[config.mk]
export PLATFORM = sky130hd
export DESIGN_NAME = vmul_seq
export DESIGN_NICKNAME = d
export VERILOG_FILES = /design/src/rtl/vmul_seq_pkg.sv /design/src/rtl/vmul_seq.sv
export SDC_FILE = /design/constraint.sdc
export NUM_CORES = 1
export LEC_CHECK = 0
export ABC_AREA = 1
export ABC_CLOCK_PERIOD_IN_PS = 2320
export CAP_MARGIN = 20
export CORE_AREA = 2 2 264 266
export CTS_CLUSTER_SIZE = 14
export DETAILED_ROUTE_END_ITERATION = 8
export DIE_AREA = 0 0 266 268
export GPL_TIMING_DRIVEN = 0
export SETUP_SLACK_MARGIN = 0.4
export SYNTH_ARGS = -nofsm -noshare
export SYNTH_HDL_FRONTEND = slang
export SYNTH_SLANG_ARGS = --single-unit
[constraint.sdc]
create_clock -name clk -period 2.32 [get_ports clk]
set_input_delay 0.348 -clock clk [delete_from_list [all_inputs] [get_ports clk]]
set_output_delay 0.348 -clock clk [all_outputs]
set_load 0.05 [all_outputs]
[src/rtl/vmul_seq_pkg.sv]
// Shared vector-unit definitions: default widths, sequencer state encoding and
// the fixed latency of the paired multiplier.
package vmul_seq_pkg;

  localparam int VS_DATA_WIDTH  = 64;
  localparam int VS_ADDR_WIDTH  = 32;
  localparam int VS_SEW_WIDTH   = 2;
  localparam int VS_OPSEL_WIDTH = 2;
  localparam int VS_VL_WIDTH    = 11;
  localparam int VS_OUT_WIDTH   = 4;
  localparam int MUL_LATENCY    = 6;

  typedef enum logic [1:0] {
    ST_IDLE  = 2'd0,
    ST_ISSUE = 2'd1,
    ST_DRAIN = 2'd2,
    ST_DONE  = 2'd3
  } vmul_state_e;

endpackage

[src/rtl/vmul_seq.sv]
// Vector multiply sequencer: reads operand beats from the register file, feeds
// the multiplier one beat per cycle and writes its results back with a tail mask.
//
// state | meaning
// IDLE  | waiting for an instruction, req_ready high
// ISSUE | requesting operand reads, one beat per grant
// DRAIN | all beats issued, waiting for multiplier results to be written
// DONE  | one-cycle completion pulse
module vmul_seq
  import vmul_seq_pkg::*;
#(
  parameter int REQ_DATA_WIDTH = VS_DATA_WIDTH,
  parameter int REQ_DW_B       = REQ_DATA_WIDTH / 8,
  parameter int REQ_ADDR_WIDTH = VS_ADDR_WIDTH,
  parameter int SEW_WIDTH      = VS_SEW_WIDTH,
  parameter int OPSEL_WIDTH    = VS_OPSEL_WIDTH,
  parameter int VL_WIDTH       = VS_VL_WIDTH
) (
  input  logic                      clk,
  input  logic                      rst_n,
  input  logic                      req_valid,
  output logic                      req_ready,
  input  logic [VL_WIDTH-1:0]       req_vl,
  input  logic [SEW_WIDTH-1:0]      req_sew,
  input  logic [OPSEL_WIDTH-1:0]    req_opsel,
  input  logic                      req_widen,
  input  logic                      req_fxp,
  input  logic [REQ_ADDR_WIDTH-1:0] req_vs1,
  input  logic [REQ_ADDR_WIDTH-1:0] req_vs2,
  input  logic [REQ_ADDR_WIDTH-1:0] req_vd,
  output logic                      rd_req,
  input  logic                      rd_gnt,
  output logic [REQ_ADDR_WIDTH-1:0] rd_addr0,
  output logic [REQ_ADDR_WIDTH-1:0] rd_addr1,
  input  logic [REQ_DATA_WIDTH-1:0] rd_data0,
  input  logic [REQ_DATA_WIDTH-1:0] rd_data1,
  output logic [REQ_DATA_WIDTH-1:0] mul_vec0,
  output logic [REQ_DATA_WIDTH-1:0] mul_vec1,
  output logic                      mul_valid,
  output logic [SEW_WIDTH-1:0]      mul_sew,
  output logic [OPSEL_WIDTH-1:0]    mul_opsel,
  output logic                      mul_widen,
  output logic                      mul_fxp,
  output logic [REQ_ADDR_WIDTH-1:0] mul_addr,
  input  logic                      mul_out_valid,
  input  logic [REQ_DATA_WIDTH-1:0] mul_out_vec,
  input  logic [REQ_ADDR_WIDTH-1:0] mul_out_addr,
  output logic                      wr_en,
  output logic [REQ_ADDR_WIDTH-1:0] wr_addr,
  output logic [REQ_DATA_WIDTH-1:0] wr_data,
  output logic [REQ_DW_B-1:0]       wr_be,
  output logic                      done
);

  // Byte count is vl << sew, so it needs (2^SEW_WIDTH - 1) extra bits.
  localparam int BYTES_W = VL_WIDTH + (1 << SEW_WIDTH) - 1;
  localparam int BSH     = $clog2(REQ_DW_B);
  localparam int NB_W    = BYTES_W - BSH + 1;
  localparam int AW      = REQ_ADDR_WIDTH;

  vmul_state_e r_state;
  vmul_state_e w_next;

  logic [NB_W-1:0]         r_nbeats;
  logic [NB_W-1:0]         r_beat;
  logic [BSH-1:0]          r_tail;
  logic [AW-1:0]           r_vs1;
  logic [AW-1:0]           r_vs2;
  logic [AW-1:0]           r_vd;
  logic [AW-1:0]           r_last_addr;
  logic [SEW_WIDTH-1:0]    r_sew;
  logic [OPSEL_WIDTH-1:0]  r_opsel;
  logic                    r_widen;
  logic                    r_fxp;
  logic                    r_mul_valid;
  logic [AW-1:0]           r_mul_addr;
  logic [VS_OUT_WIDTH-1:0] r_outstanding;
  logic                    r_wr_en;
  logic [AW-1:0]           r_wr_addr;
  logic [REQ_DATA_WIDTH-1:0] r_wr_data;
  logic [REQ_DW_B-1:0]     r_wr_be;

  logic [BYTES_W-1:0] w_bytes;
  logic [NB_W-1:0]    w_nbeats;
  logic [AW-1:0]      w_beat_ext;
  logic [AW-1:0]      w_nbeats_ext;
  logic               w_accept;
  logic               w_grant;
  logic               w_last_grant;
  logic               w_out_acc;
  logic [REQ_DW_B-1:0] w_tail_mask;

  assign w_bytes      = BYTES_W'(req_vl) << req_sew;
  assign w_nbeats     = NB_W'((w_bytes + BYTES_W'(REQ_DW_B - 1)) >> BSH);
  assign w_beat_ext   = AW'(r_beat);
  assign w_nbeats_ext = AW'(w_nbeats);
  assign w_accept     = req_valid && (r_state == ST_IDLE);
  assign w_grant      = (r_state == ST_ISSUE) && rd_gnt;
  assign w_last_grant = w_grant && (r_beat == (r_nbeats - NB_W'(1)));
  assign w_out_acc    = mul_out_valid && (r_state != ST_IDLE);
  assign w_tail_mask  = REQ_DW_B'((32'd1 << r_tail) - 32'd1);

  always_ff @(posedge clk or negedge rst_n) begin
    if (!rst_n) r_state <= ST_IDLE;
    else        r_state <= w_next;
  end

  always_comb begin
    w_next = r_state;
    case (r_state)
      ST_IDLE:  if (w_accept) w_next = (req_vl == '0) ? ST_DONE : ST_ISSUE;
      ST_ISSUE: if (w_last_grant) w_next = ST_DRAIN;
      // The final beat's mul_valid may still be in flight on the first DRAIN cycle.
      ST_DRAIN: if ((r_outstanding == '0) && !r_mul_valid && !mul_out_valid) w_next = ST_DONE;
      ST_DONE:  w_next = ST_IDLE;
      default:  w_next = ST_IDLE;
    endcase
  end

  always_ff @(posedge clk or negedge rst_n) begin
    if (!rst_n) begin
      r_nbeats    <= '0;
      r_tail      <= '0;
      r_vs1       <= '0;
      r_vs2       <= '0;
      r_vd        <= '0;
      r_last_addr <= '0;
      r_sew       <= '0;
      r_opsel     <= '0;
      r_widen     <= 1'b0;
      r_fxp       <= 1'b0;
    end else if (w_accept) begin
      r_nbeats    <= w_nbeats;
      r_tail      <= w_bytes[BSH-1:0];
      r_vs1       <= req_vs1;
      r_vs2       <= req_vs2;
      r_vd        <= req_vd;
      r_last_addr <= req_vd + w_nbeats_ext - AW'(1);
      r_sew       <= req_sew;
      r_opsel     <= req_opsel;
      r_widen     <= req_widen;
      r_fxp       <= req_fxp;
    end
  end

  always_ff @(posedge clk or negedge rst_n) begin
    if (!rst_n) begin
      r_beat        <= '0;
      r_mul_valid   <= 1'b0;
      r_mul_addr    <= '0;
      r_outstanding <= '0;
    end else begin
      if (w_accept)     r_beat <= '0;
      else if (w_grant) r_beat <= r_beat + NB_W'(1);
      r_mul_valid <= w_grant;
      r_mul_addr  <= w_grant ? (r_vd + w_beat_ext) : '0;
      case ({r_mul_valid, w_out_acc})
        2'b10:   r_outstanding <= r_outstanding + VS_OUT_WIDTH'(1);
        2'b01:   r_outstanding <= r_outstanding - VS_OUT_WIDTH'(1);
        default: r_outstanding <= r_outstanding;
      endcase
    end
  end

  always_ff @(posedge clk or negedge rst_n) begin
    if (!rst_n) begin
      r_wr_en   <= 1'b0;
      r_wr_addr <= '0;
      r_wr_data <= '0;
      r_wr_be   <= '0;
    end else begin
      r_wr_en <= w_out_acc;
      if (w_out_acc) begin
        r_wr_addr <= mul_out_addr;
        r_wr_data <= mul_out_vec;
        r_wr_be   <= ((mul_out_addr == r_last_addr) && (r_tail != '0)) ? w_tail_mask : '1;
      end else begin
        r_wr_addr <= '0;
        r_wr_data <= '0;
        r_wr_be   <= '0;
      end
    end
  end

  assign req_ready = (r_state == ST_IDLE);
  assign rd_req    = (r_state == ST_ISSUE);
  assign rd_addr0  = rd_req ? (r_vs1 + w_beat_ext) : '0;
  assign rd_addr1  = rd_req ? (r_vs2 + w_beat_ext) : '0;
  // Read data arrives the cycle after grant, which is exactly the mul_valid cycle.
  assign mul_vec0  = r_mul_valid ? rd_data0 : '0;
  assign mul_vec1  = r_mul_valid ? rd_data1 : '0;
  assign mul_valid = r_mul_valid;
  assign mul_addr  = r_mul_addr;
  assign mul_sew   = r_sew;
  assign mul_opsel = r_opsel;
  assign mul_widen = r_widen;
  assign mul_fxp   = r_fxp;
  assign wr_en     = r_wr_en;
  assign wr_addr   = r_wr_addr;
  assign wr_data   = r_wr_data;
  assign wr_be     = r_wr_be;
  assign done      = (r_state == ST_DONE);

endmodule

==> results.md <==
- Final setup violation count: 205
- Hpwl dp: 72,900 µm
- Overall power consumption: 0.0399 W
- Hold_ws: 245 ps
- Initial DRC count: 1,486
- Die W: 266 µm
- IO buf count: 680
- First-pass GRT wire length: 135,000 µm
- Global Route Usage Sum: 0.255
- Setup TNS: -65,400 ps
- Ys async rst share: 1.00
- Failing checks: negative setup slack
- YS warnings: 0
- CP endpoint kind: output pin
- Setup WS pre-CTS: -1820 ps
- List of most frequent post-synthesis cells: nand2_1 (810), inv_1 (463), dfrtp_1 (303)
- # clock sinks: 303
- Num CTS Buffers: 40
- Max-slew violation count: 0
- Mapped cell area: 0.0188 mm²
- GPL Wtd Cong: 0.963
- Clock slew at reported path FFs: 60 ps
- Met2 Use GR: 0.398
- RSZ-0062 raised after global routing: yes
- Fmax: 0.316 GHz
- Cells after synthesis: 2,704
- Util after Layout: 0.549
- GRT met1 Usage: 0.337
- Outcome: finished with violations
- Ys flop type: dfrtp_1
- Critical Path AT: 2810 ps
- Crit path time final: 3160 ps
- Residual DRC count: 0
- Final setup margin: -840 ps
- Core area: 0.0682 mm²
- Worst Hold Class: in2reg
- Layout Nets: 4,130
- Busiest grt layer: met2
- Max VDD drop: 678 µV
- Initial antenna violation count: 25
- Clock buffer depth: 3
- TritonCTS clock tree: built
- Vias in the first global route: 21,000
- H-tree Lvls: 2
- Share of cells above drive strength 1: 0.394
- Largest cells by area after synthesis: dfrtp_1 (40%), nand2_1 (16%), inv_1 (9.2%)
- DIE AREA: 0.0713 mm²
- Largest net degree at the start of global routing: 93
- # rows: 96
- Synthesized flop and latch total: 303
- WL final: 99,300 µm
- Io pins: 681
- Antenna Violating Nets Remaining: 0
- Detailed Routing Iterations Pass 1: 7
- Avg Inst Size Synth: 6.96 µm²
- WS Path Type: reg2out
- Static leakage: 18.8 nW
- Slew @ Worst Pin: 856 ps
- Mapped Nets: 3,138
- Vias per cell: 4.74
- Worst path required time: 1970 ps
- Post-synth top area share: 0.403
- Slew margin rel.: 0.425
- Maxcap violations: 0
- Area delta synth->final: 98.9%
- PD cells: 1070 mW/mm²
- Top-count cell post-synth: nand2_1
- Fin crit share: 1.36
- CP Launch Type: flop
- Cell at the root of the clock tree: clkbuf_16
- Initial Utilization: 0.276
- DR WL/cell: 21.5 µm
- Seq/Total Area, Yosys: 0.403
- Total gr overflow: 0
- DR vias: 21,900
- Final hold vios: 0
- Max Clock Skew: 20.3 ps
- Met3 Use GR: 0.0839
- Post-synth EDFFs: 0
- Die Height: 268 µm
- Distinct cell type count after synthesis: 46
- CP max FO: 4
- Worst skew pair latency: 570 ps
- Leading area contributor after synthesis: dfrtp_1
## final timing paths
path                                                   start                      endpoint  slack, ps  cells past startpoint
worst max-delay path                   r_beat[0]$_DFFE_PN0P_                  rd_addr1[26]       -840                     14
worst min-delay path                               req_vl[0]         r_tail[0]$_DFFE_PN0P_        240                      3
worst max register to register         r_beat[0]$_DFFE_PN0P_        mul_addr[28]$_DFF_PN0_       -100                     17
worst min register to register  r_outstanding[0]$_DFFE_PN0P_  r_outstanding[0]$_DFFE_PN0P_        470                      1
max in group asynchronous                              rst_n   r_last_addr[31]$_DFFE_PN0P_        590                      5
min in group asynchronous                              rst_n         wr_data[26]$_DFF_PN0_        320                      3
## layer usage
layer	up-vias	wire, µm
li1	10400	-
met1	10400	41500
met2	860	45100
met3	201	9070
met4	34	3380
met5	-	218
## placed cells by master, fill, tap and decap left out, types with 34 or more instances in the layout
cell and n:
clkbuf_16 63, dfrtp_1 288, a21oi_4 52, nand4_1 40, o21ai_0 98, nand2_1 521
nand2_4 167, buf_8 143, buf_4 126, nand3_1 51, inv_1 294, xor2_1 34
nor2_4 56, clkbuf_1 34, o21ai_4 38, ha_4 57, dlymetal6s2s_1 36, a21oi_1 59
inv_2 138, clkdlybuf4s50_1 431, buf_6 186, nand2_2 114, nor2_1 225, o21ai_2 38
## final cells by class
cell class                 count  area (µm²)
antenna                       10        25.0
fill                        5893       30800
tap                          882        1100
buffer                        72         798
inverter                     466        1840
clock inverter                16         201
clock buffer                  55        1170
timing repair buffer         950       10400
sequential                   303        7610
multi-input combinational   1863       14300
## where the power goes
part / switching (W) / leakage (nW) / total [W] / internal, W
registers: 0.00192 / 3.89 / 0.00898 / 0.00706
clock network: 0.00255 / 0.678 / 0.00652 / 0.00398
logic: 0.0147 / 14.2 / 0.0244 / 0.00973
total: 0.0192 / 18.8 / 0.0399 / 0.0208
## per-stage QoR
stage,instance area (µm²),cells
after detailed placement,28500,4272
after global placement,28300,4266
after global routing,37400,4612
after CTS,33900,4508
final,37400,4617
after floorplan,20400,2704
## worst max-delay path, stage by stage, from the launching register on
cell      delay, ps
dfrtp_2         470
ha_4            190
fa_2            350
nand2_2          70
nand2_2          50
o21ai_2          80
inv_2            90
nand3_2          70
o211ai_1        110
buf_4           190
buf_6           120
nand4_1          80
nand2_2          90
nor2_4          130
buf_6           160
## flip-flops by register name, summed over array words and instances, names as in the netlist, 2 cells and up
name           cells
wr_data           64
mul_addr          32
r_last_addr       32
r_vd              32
r_vs1             32
r_vs2             32
wr_addr           32
r_beat            12
r_nbeats          11
wr_be              7
r_outstanding      4
r_tail             3
mul_opsel          2
mul_sew            2
r_state            2
## logic make-up after synthesis
kind of cell	count (synthesis)	synth area share
XOR/XNOR	71	0.0330
buffers and inverters	538	0.108
adder cells (fa/ha/maj)	92	0.0632
AO/OA/AOI/OAI	380	0.108
flip-flops	303	0.403
AND/OR/NAND/NOR	1320	0.285
## timing repair
action,CTS,global route
pin swaps,183,210
hold buffers,2,0
gates resized for setup,2002,819
buffers inserted,153,99
hold endpoints to repair,38,0
endpoints found under the setup margin,610,617
cloned,10,0
Power figures use the tool's default switching activity.
